<file path="config.mk">
export PLATFORM = sky130hd
export DESIGN_NAME = pwm_cmp
export DESIGN_NICKNAME = d
export VERILOG_FILES = /design/src/rtl/pwm_cmp.sv
export SDC_FILE = /design/constraint.sdc
export NUM_CORES = 1
export LEC_CHECK = 0
export BUFFER_PORTS_ARGS = -buffer_cell sky130_fd_sc_hd__clkbuf_2
export CORE_MARGIN = 2
export CORE_UTILIZATION = 45
export CTS_CLUSTER_DIAMETER = 150
export CTS_CLUSTER_SIZE = 25
export DETAILED_ROUTE_END_ITERATION = 8
export PLACE_DENSITY = 0.68
export SLEW_MARGIN = 20
export SYNTH_ARGS = -nofsm -noshare
export SYNTH_HDL_FRONTEND = slang
export SYNTH_SLANG_ARGS = --single-unit
</file>
<file path="constraint.sdc">
create_clock -name clk -period 3.7 [get_ports clk]
set_input_delay 0.185 -clock clk [delete_from_list [all_inputs] [get_ports clk]]
set_output_delay 0.185 -clock clk [all_outputs]
set_load 0.005 [all_outputs]
</file>
<file path="src/rtl/pwm_cmp.sv">
// pwm_cmp: compares a free-running counter against a shadowed duty value and
// drives a complementary PWM pair with programmable dead time.
//
// Ports:
//   clk      system clock, rising edge
//   rstn     asynchronous active-low reset
//   cnt      counter value from the upstream counter (0..top)
//   top      counter top value; the period boundary is cnt == top
//   en       output enable
//   duty     new duty value (high cycles per period)
//   duty_wr  one-cycle strobe capturing duty into the shadow register
//   dead     dead-time length in clk cycles (0 = no gap)
//   pwm_h    high-side output, registered
//   pwm_l    low-side output, registered
//   pend     shadow holds a value not yet applied
//   upd      one-cycle pulse after the boundary at which the shadow was applied
module pwm_cmp #(
  parameter int unsigned width = 8,
  parameter int unsigned dtw   = 4
) (
  input  logic             clk,
  input  logic             rstn,
  input  logic [width-1:0] cnt,
  input  logic [width-1:0] top,
  input  logic             en,
  input  logic [width-1:0] duty,
  input  logic             duty_wr,
  input  logic [dtw-1:0]   dead,
  output logic             pwm_h,
  output logic             pwm_l,
  output logic             pend,
  output logic             upd
);

  typedef enum logic [1:0] {StIdle, StHi, StLo, StDt} state_e;

  state_e           state_q, state_d;
  logic             tgt_q, tgt_d;
  logic [dtw-1:0]   dc_q, dc_d;
  logic [width-1:0] shadow_q, shadow_d;
  logic [width-1:0] duty_act_q, duty_act_d;
  logic             pend_q, pend_d;
  logic             upd_q, upd_d;
  logic             pwm_h_q, pwm_l_q;

  logic boundary;
  logic raw;
  logic start;
  logic start_lvl;

  assign boundary = (cnt == top);
  assign raw      = (cnt < duty_act_q);

  // Shadow capture and boundary transfer. A write in the boundary cycle goes
  // straight to duty_act and never raises pend.
  always_comb begin
    shadow_d   = shadow_q;
    pend_d     = pend_q;
    duty_act_d = duty_act_q;
    upd_d      = 1'b0;
    if (duty_wr) begin
      shadow_d = duty;
      pend_d   = 1'b1;
    end
    if (boundary && (pend_q || duty_wr)) begin
      duty_act_d = duty_wr ? duty : shadow_q;
      pend_d     = 1'b0;
      upd_d      = 1'b1;
    end
  end

  // Output FSM. 'start' requests a move towards start_lvl, either directly
  // (no dead time) or through a fresh dead-time interval.
  always_comb begin
    state_d   = state_q;
    tgt_d     = tgt_q;
    dc_d      = dc_q;
    start     = 1'b0;
    start_lvl = 1'b0;
    if (!en) begin
      state_d = StIdle;
      dc_d    = '0;
    end else begin
      unique case (state_q)
        StIdle: begin
          start     = 1'b1;
          start_lvl = raw;
        end
        StHi: begin
          if (!raw) begin
            start     = 1'b1;
            start_lvl = 1'b0;
          end
        end
        StLo: begin
          if (raw) begin
            start     = 1'b1;
            start_lvl = 1'b1;
          end
        end
        StDt: begin
          if (raw != tgt_q) begin
            // Level flipped during the gap: restart so short pulses vanish.
            start     = 1'b1;
            start_lvl = raw;
          end else if ((dc_q == '0) || (dc_q == dtw'(1))) begin
            state_d = tgt_q ? StHi : StLo;
            dc_d    = '0;
          end else begin
            dc_d = dc_q - dtw'(1);
          end
        end
        default: state_d = StIdle;
      endcase
      if (start) begin
        if (dead == '0) begin
          state_d = start_lvl ? StHi : StLo;
          dc_d    = '0;
        end else begin
          state_d = StDt;
          tgt_d   = start_lvl;
          dc_d    = dead;
        end
      end
    end
  end

  always_ff @(posedge clk or negedge rstn) begin
    if (!rstn) begin
      state_q    <= StIdle;
      tgt_q      <= 1'b0;
      dc_q       <= '0;
      shadow_q   <= '0;
      duty_act_q <= '0;
      pend_q     <= 1'b0;
      upd_q      <= 1'b0;
      pwm_h_q    <= 1'b0;
      pwm_l_q    <= 1'b0;
    end else begin
      state_q    <= state_d;
      tgt_q      <= tgt_d;
      dc_q       <= dc_d;
      shadow_q   <= shadow_d;
      duty_act_q <= duty_act_d;
      pend_q     <= pend_d;
      upd_q      <= upd_d;
      pwm_h_q    <= (state_d == StHi);
      pwm_l_q    <= (state_d == StLo);
    end
  end

  assign pwm_h = pwm_h_q;
  assign pwm_l = pwm_l_q;
  assign pend  = pend_q;
  assign upd   = upd_q;

endmodule

</file>
==> results.py, run 1 <==
metrics = {
    "run_status": {
        "status": "finished, final reports clean",
    },
    "global_routing": {
        "overflow": 0,
        "grt_pass1_wl_um": 5954,
        "grt_max_degree": 28,
        "antenna_found_initial": 0,
        "grt_pass1_vias": 1396,
        "grt_util_all_layers_pct": 18.06,
    },
    "cts": {
        "clockBufferDepth": 2,
        "ctsResizeCount": 0,
        "clock_sinks": 27,
        "clkSlewWorstSetupHoldPaths_ns": 0.15,
        "tritoncts": "done",
        "root_buffer": "clkbuf_4",
        "cts_buffers": 3,
        "htreeDepth": 1,
        "insertion_delay_ns": 0.32,
    },
    "power_and_ir_drop": {
        "internal-power_mw": 0.5140,
        "powerDensity_nw_per_um2": 419.0,
        "seq_power_share_pct": 46.9,
        "p_sw_share_pct": 34.56,
        "pwr-share-comb_pct": 36.3,
        "ir_worst_vdd_v": 0.0001988,
        "power_leakage_nw": 0.8951,
        "p_sw_mw": 0.2714,
        "clkPwrFrac_pct": 16.8,
        "power.total_mw": 0.7854,
    },
    "yosys": {
        "synth-seq-area-share_pct": 41.67,
        "synth-compound-area-share_pct": 14.66,
        "yosysWarnings": 0,
        "yosysMostFrequentCell": "dfrtp_1",
        "avgSynthCellArea_um2": 9.595,
        "synth-xor-area-share_pct": 4.321,
        "synth_edf_count": 0,
        "synth_top_family_by_area": "simple AND/OR/NAND/NOR gates",
        "ys.flop_type": "dfrtp_1",
        "synthAdderAreaFrac_pct": 7.716,
        "async_flop_share_pct": 100.0,
        "syn-cell-area_um2": 1622,
        "yosys.area.top_type": "dfrtp_1",
        "synthMuxAreaShare_pct": 10.19,
        "synth_top_area_share_pct": 41.67,
        "netlist_top_cells_count": "27 x dfrtp_1, 22 x nand2_1, 14 x inv_1",
        "synthSimpleGateAreaFrac_pct": 16.05,
        "syn_nets": 211,
        "synth_area_leaders": "dfrtp_1 42%, mux2_2 8.3%, ha_1 7.7%",
        "synthDistinctLibCells": 35,
        "synthCells": 169,
        "ys_ff_latch": 27,
    },
    "sta": {
        "fin_ws_ns": 0.8240,
        "worst_slew_pin_slew_ns": 0.6765,
        "report.final.slew_viol_count": 0,
        "relSlewSlack_pct": 54.90,
        "setup_violations": 0,
        "fin_crit_ns": 2.876,
        "skew_ns": 0.002409,
        "fmax_mhz": 347.7,
        "post-route-period-util_pct": 77.73,
        "finalSetupTns_ns": 0,
        "hold_viol": 0,
        "rsz0062_at_grt": "false",
    },
    "place": {
        "place.gp.congestion": 0.8654,
        "hpwl_um": 2628,
        "post-place-ws_ns": 0.8765,
        "portBuffers": 35,
    },
    "drt": {
        "wl_um": 3307,
        "vias": 1341,
        "wire_per_inst_um": 13.18,
        "ant_nets": 0,
        "drt_iter0_drc": 64,
        "viasPerCell": 5.343,
        "drc": 0,
        "dr.pass1.iters": 4,
    },
    "worst_setup_path": {
        "crit_arrival_ns": 3.13,
        "required_ns": 3.95,
        "critPathLaunchType": "flop",
        "worstSetupPathType": "reg -> reg",
        "path_max_fanout": 11,
        "end_kind": "flop",
    },
    "floorplanning": {
        "die_h_um": 64.03,
        "pin_count": 36,
        "initial_core_util_pct": 47.84,
        "core_area_um2": 3390,
        "rows": 21,
        "die-area_um2": 4100,
        "die_w_um": 64.03,
    },
    "layout": {
        "fin_nets": 248,
        "drive_gt1_share_pct": 30.24,
        "antenna_cells": 0,
        "syn_to_final_growth_pct": 15.59,
    },
    "job": {
        "drv_cap": 0,
    },
    "min_path": {
        "hp-class": "in -> reg",
    },
}
==> registers in the layout, summed over array words and instances, names as in the netlist <==
signal      cells
state_q         2
shadow_q        8
pend            1
tgt_q           1
pwm_h           1
upd             1
pwm_l           1
dc_q            4
duty_act_q      8
==> power by group through the flow <==
| stage | Sequential [mW] | Combinational (mW) | Clock (mW) |
|---|---|---|---|
| after floorplan | 0.363 | 0.219 | 0 |
| after global routing | 0.373 | 0.330 | 0.154 |
| final | 0.369 | 0.285 | 0.132 |
| after global placement | 0.372 | 0.270 | 0 |
| after detailed placement | 0.374 | 0.283 | 0 |
| after CTS | 0.368 | 0.285 | 0.137 |
==> placed cells by master (no fill, tap or decap), drive strengths merged <==
master and count:
or3 2, or2 3, nor4 2, clkbuf 38, a32oi 1, a22oi 1, xnor2 8, nand2b 4
nor2b 1, o21a 1, o221a 2, a31oi 5, dlygate4sd3 1, o21ai 14, clkinvlp 1, nand3 1
nor3 2, inv 14, o21bai 2, nand2 22, nand4 2, nor2 13, dfrtp 27, a21oi 4
a2111o 1, nand3b 2, or4 1, mux2 12, o311ai 2, ha 10, mux2i 3, a21boi 1
buf 2
==> per-layer routing <==
metal,global-route usage [%],wire length (um),share of wire [%],vias up
met3,2.289,178,5.4,6
li1,-,-,-,658
met4,7.337,60,1.8,0
met2,30.73,1616,49,42
met5,0,0,0,-
met1,23.11,1451,44,635
==> through the flow <==
step	cell area, um^2	util, %	hold WS (ns)	std cells
2_1_floorplan	1622	-	-0.1106	169
3_3_place_gp	1834	54.12	0.2509	246
3_5_place_dp	1834	54.12	0.2548	246
4_1_cts	1874	55.30	0.07998	251
5_1_grt	1874	55.30	0.06420	251
6_report	1874	55.30	0.08904	251
==> final timing paths <==
check                         startpoint       endpoint  cells past startpoint  slack (ns)
setup / recovery           duty_act_q[1]          pwm_l                     11        0.82
hold / removal                   dead[3]        dc_q[3]                      3        0.09
setup reg to reg           duty_act_q[1]          pwm_l                     11        0.82
hold reg to reg              shadow_q[2]    shadow_q[2]                      1        0.52
max in group asynchronous           rstn  duty_act_q[7]                      2        2.86
min in group asynchronous           rstn    shadow_q[4]                      2        0.41
==> timing repair <==
| item | 4_1_cts | 5_1_grt |
|---|---|---|
| hold endpoints to repair | 27 | 0 |
| setup buffers | 0 | 0 |
| hold buffers | 1 | 0 |
==> worst max-delay path, stage by stage (launching register included) <==
cell and delay, ns:
dfrtp_1 0.39, inv_1 0.06, ha_1 0.22, a2111o_1 0.37, a31oi_1 0.17, buf_4 0.20, ha_1 0.30, nand3b_1 0.26
or3_1 0.36, o311ai_2 0.13, o21ai_1 0.14, a31oi_1 0.20
==> area by class of cell <==
cell class                 instances  area, um^2
fill                             312        1515
multi-input combinational        122       858.3
sequential                        27       675.6
timing repair buffer              38       200.2
tap                               46       57.56
inverter                          14       52.55
clock buffer                       3       22.52
clock inverter                     1       7.507
==> logic make-up (layout without fill, tap and decap cells) <==
kind of cell / Yosys count / in the layout
AOI/OAI and AO/OA: 34 / 34
buffers and inverters: 20 / 56
muxes: 15 / 15
DFF: 27 / 27
and+or+nand+nor: 55 / 55
adders and majority gates: 10 / 10
xor gates and xnor gates: 8 / 8
No activity file was read; power rests on OpenSTA's default activity.
==> run 2, diff against run 1 <==
==> constraint.sdc (replaced) <==
create_clock -name clk -period 2.78 [get_ports clk]
set_input_delay 0.139 -clock clk [delete_from_list [all_inputs] [get_ports clk]]
set_output_delay 0.139 -clock clk [all_outputs]
set_load 0.005 [all_outputs]
==> run 2 against run 1 <==
Die area is the same; global-route usage shrank 0.66 points; critical path depth shrank 1; maximum frequency grew 6.1%.
==> results.py, run 2 (synthesized netlist as in run 1, its figures left out) <==
metrics = {
    "sta": {
        "worst_slew_pin_slew_ns": 0.6700,
        "fin_hold_ws_ns": 0.06065,
        "report.final.slew_viol_count": 0,
        "hold_viol": 0,
        "fmax_mhz": 368.8,
        "relSlewSlack_pct": 55.33,
        "setup_violations": 0,
        "fin_crit_ns": 2.712,
        "rsz0062_at_grt": "true",
        "skew_ns": 0.003539,
        "post-route-period-util_pct": 97.55,
    },
    "cts": {
        "insertion_delay_ns": 0.31,
        "htreeDepth": 1,
        "tritoncts": "done",
        "clkSlewWorstSetupHoldPaths_ns": 0.15,
        "cts_buffers": 3,
        "clockBufferDepth": 2,
        "root_buffer": "clkbuf_4",
        "clock_sinks": 27,
    },
    "drt": {
        "ant_nets": 0,
        "wire_per_inst_um": 13.02,
        "dr.pass1.iters": 5,
        "vias": 1310,
        "viasPerCell": 5.178,
        "drc": 0,
        "wl_um": 3293,
        "drt_iter0_drc": 54,
    },
    "floorplanning": {
        "core_area_um2": 3390,
        "initial_core_util_pct": 47.84,
        "pin_count": 36,
        "rows": 21,
        "die_h_um": 64.03,
        "die_w_um": 64.03,
        "die-area_um2": 4100,
    },
    "global_routing": {
        "grt_pass1_vias": 1324,
        "antenna_found_initial": 0,
        "overflow": 0,
        "grt_max_degree": 28,
        "grt_pass1_wl_um": 5823,
        "grt_util_all_layers_pct": 17.40,
    },
    "power_and_ir_drop": {
        "ir_worst_vdd_v": 0.0002921,
        "power_leakage_nw": 0.9138,
        "powerDensity_nw_per_um2": 559.1,
    },
    "layout": {
        "top_regs": "duty_act_q x8, shadow_q x8, dc_q x4",
        "most-common-layout-cells": "35 x clkbuf_2, 27 x dfrtp_1, 22 x nand2_1",
        "design_area_um2": 1907,
        "fillCellCount": 300,
        "multi_input_area_um2": 879.6,
        "antenna_cells": 0,
        "drive_gt1_share_pct": 31.40,
        "final_common_cell": "clkbuf_2",
        "syn_to_final_growth_pct": 17.59,
        "regArea_um2": 675.6,
        "fin_nets": 250,
    },
    "worst_setup_path": {
        "crit_arrival_ns": 2.96,
        "critPathLaunchType": "flop",
        "worstSetupPathType": "reg -> reg",
        "path_max_fanout": 5,
        "required_ns": 3.03,
        "end_kind": "flop",
    },
    "run_status": {
        "status": "finished, final reports clean",
    },
    "place": {
        "place.gp.congestion": 0.8780,
        "portBuffers": 35,
        "placed_area_um2": 1834,
        "hpwl_um": 2561,
    },
    "min_path": {
        "hp-class": "in -> reg",
    },
    "job": {
        "drv_cap": 0,
    },
}
==> run 2: cell types whose count changed in the layout (fill, tap and decap cells not counted), sizes merged <==
cell,previous run,this run
clkbuf,38,39
buf,2,4
clkinvlp,1,0
==> run 2: cell type report <==
class	instances	area share (%)
clock buffer	4	1.378
inverter	14	2.756
multi-input combinational	122	46.13
sequential	27	35.43
tap	46	3.018
timing repair buffer	40	11.29
==> run 2: stage by stage <==
stage | power [mW] | utilization (%) | setup TNS, ns | setup slack [ns] | std cells
finish | 1.066 | 56.26 | 0 | 0.06823 | 253
global route | 1.158 | 56.26 | -0.1638 | -0.06555 | 253
CTS | 1.045 | 55.19 | 0 | 0.08593 | 251
detailed placement | 0.8725 | 54.12 | 0 | 0.1034 | 246
global placement | 0.8540 | 54.12 | 0 | 0.2184 | 246
floorplan | 0.7743 | - | 0 | 0.1295 | 169
==> run 2: routing by layer <==
metal	vias to the layer above	share of wire, %	GRT usage, %
li1	662	-	-
met1	617	49	22.82
met2	29	47	30.73
met3	2	4.0	2.465
met4	0	0.70	2.989
met5	-	0	0
==> run 2: power breakdown <==
group / switching [mW] / total (mW) / internal [mW]
clock network: 0.115 / 0.171 / 0.0560
registers: 0.0381 / 0.492 / 0.454
logic: 0.213 / 0.404 / 0.191
==> run 2: critical path, cell delays in order, from the launching register on <==
cell and delay, ns:
dfrtp_1 0.39, inv_1 0.06, ha_1 0.22, a2111o_1 0.37
a31oi_2 0.22, ha_1 0.30, nand3b_1 0.26, or3_1 0.38
o311ai_2 0.15, nand2_1 0.12, a31oi_1 0.18
==> run 2: worst paths after layout <==
check                                   start          end  slack, ns  cells past startpoint
max in group asynchronous                rstn      dc_q[3]       1.98                      2
worst min register to register    shadow_q[0]  shadow_q[0]       0.51                      1
worst max-delay path            duty_act_q[1]        pwm_h       0.07                     10
min in group asynchronous                rstn  shadow_q[6]       0.37                      2
worst max register to register  duty_act_q[1]        pwm_h       0.07                     10
worst min-delay path                  duty[0]  shadow_q[0]       0.06                      2
==> run 2: repair_timing <==
item                       in CTS  in global routing
setup endpoints to repair       0                  3
hold endpoints to repair       27                  0
hold buffers                    1                  0
buffers inserted                0                  2
resized for setup               0                  3
==> run 3, diff against run 2 <==
--- a/config.mk
+++ b/config.mk
@@ -7,11 +7,11 @@
 export LEC_CHECK = 0
 export BUFFER_PORTS_ARGS = -buffer_cell sky130_fd_sc_hd__clkbuf_2
 export CORE_MARGIN = 2
-export CORE_UTILIZATION = 45
+export CORE_UTILIZATION = 53
 export CTS_CLUSTER_DIAMETER = 150
 export CTS_CLUSTER_SIZE = 25
 export DETAILED_ROUTE_END_ITERATION = 8
-export PLACE_DENSITY = 0.68
+export PLACE_DENSITY = 0.78
 export SLEW_MARGIN = 20
 export SYNTH_ARGS = -nofsm -noshare
 export SYNTH_HDL_FRONTEND = slang
==> run 3 against run 2 <==
Clock skew is 0.0010 ns lower; wire length is 3.0% higher; worst setup slack better by 0.057 ns; die area is 14% lower; sequential share of layout area is 0.64 points lower; sequential power hardly changed; utilization is 9.0 points higher.
==> results.py, run 3 (synthesized netlist as in run 1, its figures left out) <==
metrics = {
    "floorplanning": {
        "die_w_um": 59.32,
        "die-area_um2": 3518,
        "die_h_um": 59.32,
        "initial_core_util_pct": 54.45,
        "pin_count": 36,
        "core_area_um2": 2978,
        "rows": 20,
    },
    "global_routing": {
        "antenna_found_initial": 0,
        "grt_util_all_layers_pct": 20.73,
        "grt_pass1_vias": 1350,
        "grt_pass1_wl_um": 5589,
        "overflow": 0,
        "grt_max_degree": 28,
    },
    "worst_setup_path": {
        "crit_arrival_ns": 2.91,
        "reg2reg_setup_slack_ns": 0.13,
        "worstSetupPathType": "reg -> reg",
        "critPathLaunchType": "flop",
        "path_max_fanout": 5,
        "end_kind": "flop",
        "required_ns": 3.03,
    },
    "cts": {
        "tritoncts": "done",
        "root_buffer": "clkbuf_4",
        "clkSlewWorstSetupHoldPaths_ns": 0.14,
        "htreeDepth": 1,
        "clockBufferDepth": 2,
        "cts_buffers": 3,
        "clock_sinks": 27,
        "insertion_delay_ns": 0.32,
    },
    "power_and_ir_drop": {
        "ir_worst_vdd_v": 0.0002809,
        "p_sw_mw": 0.3945,
        "p_sw_share_pct": 35.12,
        "pwr-share-comb_pct": 41.1,
        "seq_power_share_pct": 43.8,
        "clkPwrFrac_pct": 15.1,
        "internal-power_mw": 0.7286,
        "powerDensity_nw_per_um2": 578.4,
        "power_leakage_nw": 0.9265,
    },
    "sta": {
        "report.final.slew_viol_count": 0,
        "rsz0062_at_grt": "true",
        "setup_violations": 0,
        "fin_hold_ws_ns": 0.05098,
        "skew_ns": 0.002508,
        "fin_crit_ns": 2.655,
        "relSlewSlack_pct": 54.67,
        "fmax_mhz": 376.7,
        "hold_viol": 0,
        "post-route-period-util_pct": 95.49,
        "worst_slew_pin_slew_ns": 0.6800,
    },
    "layout": {
        "drive_gt1_share_pct": 33.17,
        "final_common_cell": "clkbuf_2",
        "fillCellCount": 249,
        "fin_nets": 251,
        "most-common-layout-cells": "35 x clkbuf_2, 27 x dfrtp_1, 22 x nand2_1",
        "multi_input_area_um2": 923.4,
        "syn_to_final_growth_pct": 19.75,
        "antenna_cells": 0,
        "top_regs": "duty_act_q x8, shadow_q x8, dc_q x4",
        "regArea_um2": 675.6,
        "stdcell_count": 241,
    },
    "place": {
        "portBuffers": 35,
        "place.gp.congestion": 0.8437,
        "place_inst": 233,
        "hpwl_um": 2544,
    },
    "drt": {
        "viasPerCell": 5.560,
        "drt_iter0_drc": 39,
        "vias": 1340,
        "drc": 0,
        "ant_nets": 0,
        "wire_per_inst_um": 14.07,
        "wl_um": 3391,
        "dr.pass1.iters": 5,
    },
    "min_path": {
        "hp-class": "in -> reg",
    },
    "job": {
        "drv_cap": 0,
    },
    "run_status": {
        "status": "finished, final reports clean",
    },
}
==> run 3: cell count changes in the layout (fill, tap and decap cells not counted), sizes merged <==
cell / change
buf: +1
==> run 3: layout make-up <==
type                            count  area share, %
Multi-Input combinational cell    122          47.55
Inverter                           14          2.706
Timing Repair Buffer               41          11.47
Clock buffer                        4          1.353
Tap cell                           33          2.126
Sequential cell                    27          34.79
==> run 3: critical path, cell delays in order (launching register included) <==
cell and delay, ns:
dfrtp_1 0.40, inv_2 0.07, ha_4 0.19, a2111o_1 0.44
a31oi_4 0.20, ha_4 0.25, nand3b_1 0.23, or3_4 0.42
o311ai_4 0.11, o21ai_1 0.12, a31oi_1 0.17
==> run 3: through the flow <==
step / setup slack [ns] / power [mW] / setup TNS [ns] / utilization (%) / area [um^2]
floorplan: 0.1295 / 0.7743 / 0 / - / 1622
global placement: 0.2075 / 0.8571 / 0 / 61.05 / 1818
detailed placement: 0.09931 / 0.8780 / 0 / 61.05 / 1818
CTS: 0.05615 / 1.052 / 0 / 62.27 / 1854
global route: -0.06305 / 1.215 / -0.1129 / 65.21 / 1942
finish: 0.1253 / 1.123 / 0 / 65.21 / 1942
==> run 3: metal layers <==
metal | vias up | GRT usage [%] | share of wire, %
met1 | 635 | 23.62 | 44
met4 | 0 | 6.169 | 1.5
met5 | - | 0 | 0
met2 | 38 | 39.56 | 51
met3 | 6 | 2.620 | 3.7
li1 | 661 | - | -
==> run 3: repair_timing <==
item                                   4_1_cts  5_1_grt
setup buffers                                0        3
hold buffers                                 1        0
endpoints found under the hold margin       27        0
resized for setup                            0        9
setup endpoints to repair                    0        4
==> run 3: worst paths after layout <==
kind                               startpoint     endpoint  cells past startpoint
worst min register to register    shadow_q[3]  shadow_q[3]                      1
max in group asynchronous                rstn          upd                      2
worst max-delay path            duty_act_q[1]        pwm_l                     10
worst max register to register  duty_act_q[1]        pwm_l                     10
min in group asynchronous                rstn  shadow_q[0]                      2
worst min-delay path                  dead[3]      dc_q[3]                      3
==> run 3: power by group through the flow <==
| stage | registers (mW) | logic [mW] | clock network [mW] |
|---|---|---|---|
| 2_1_floorplan | 0.483 | 0.291 | 0 |
| 3_3_place_gp | 0.495 | 0.362 | 0 |
| 3_5_place_dp | 0.496 | 0.382 | 0 |
| 5_1_grt | 0.500 | 0.524 | 0.191 |
| 6_report | 0.492 | 0.462 | 0.169 |
| 4_1_cts | 0.488 | 0.387 | 0.176 |
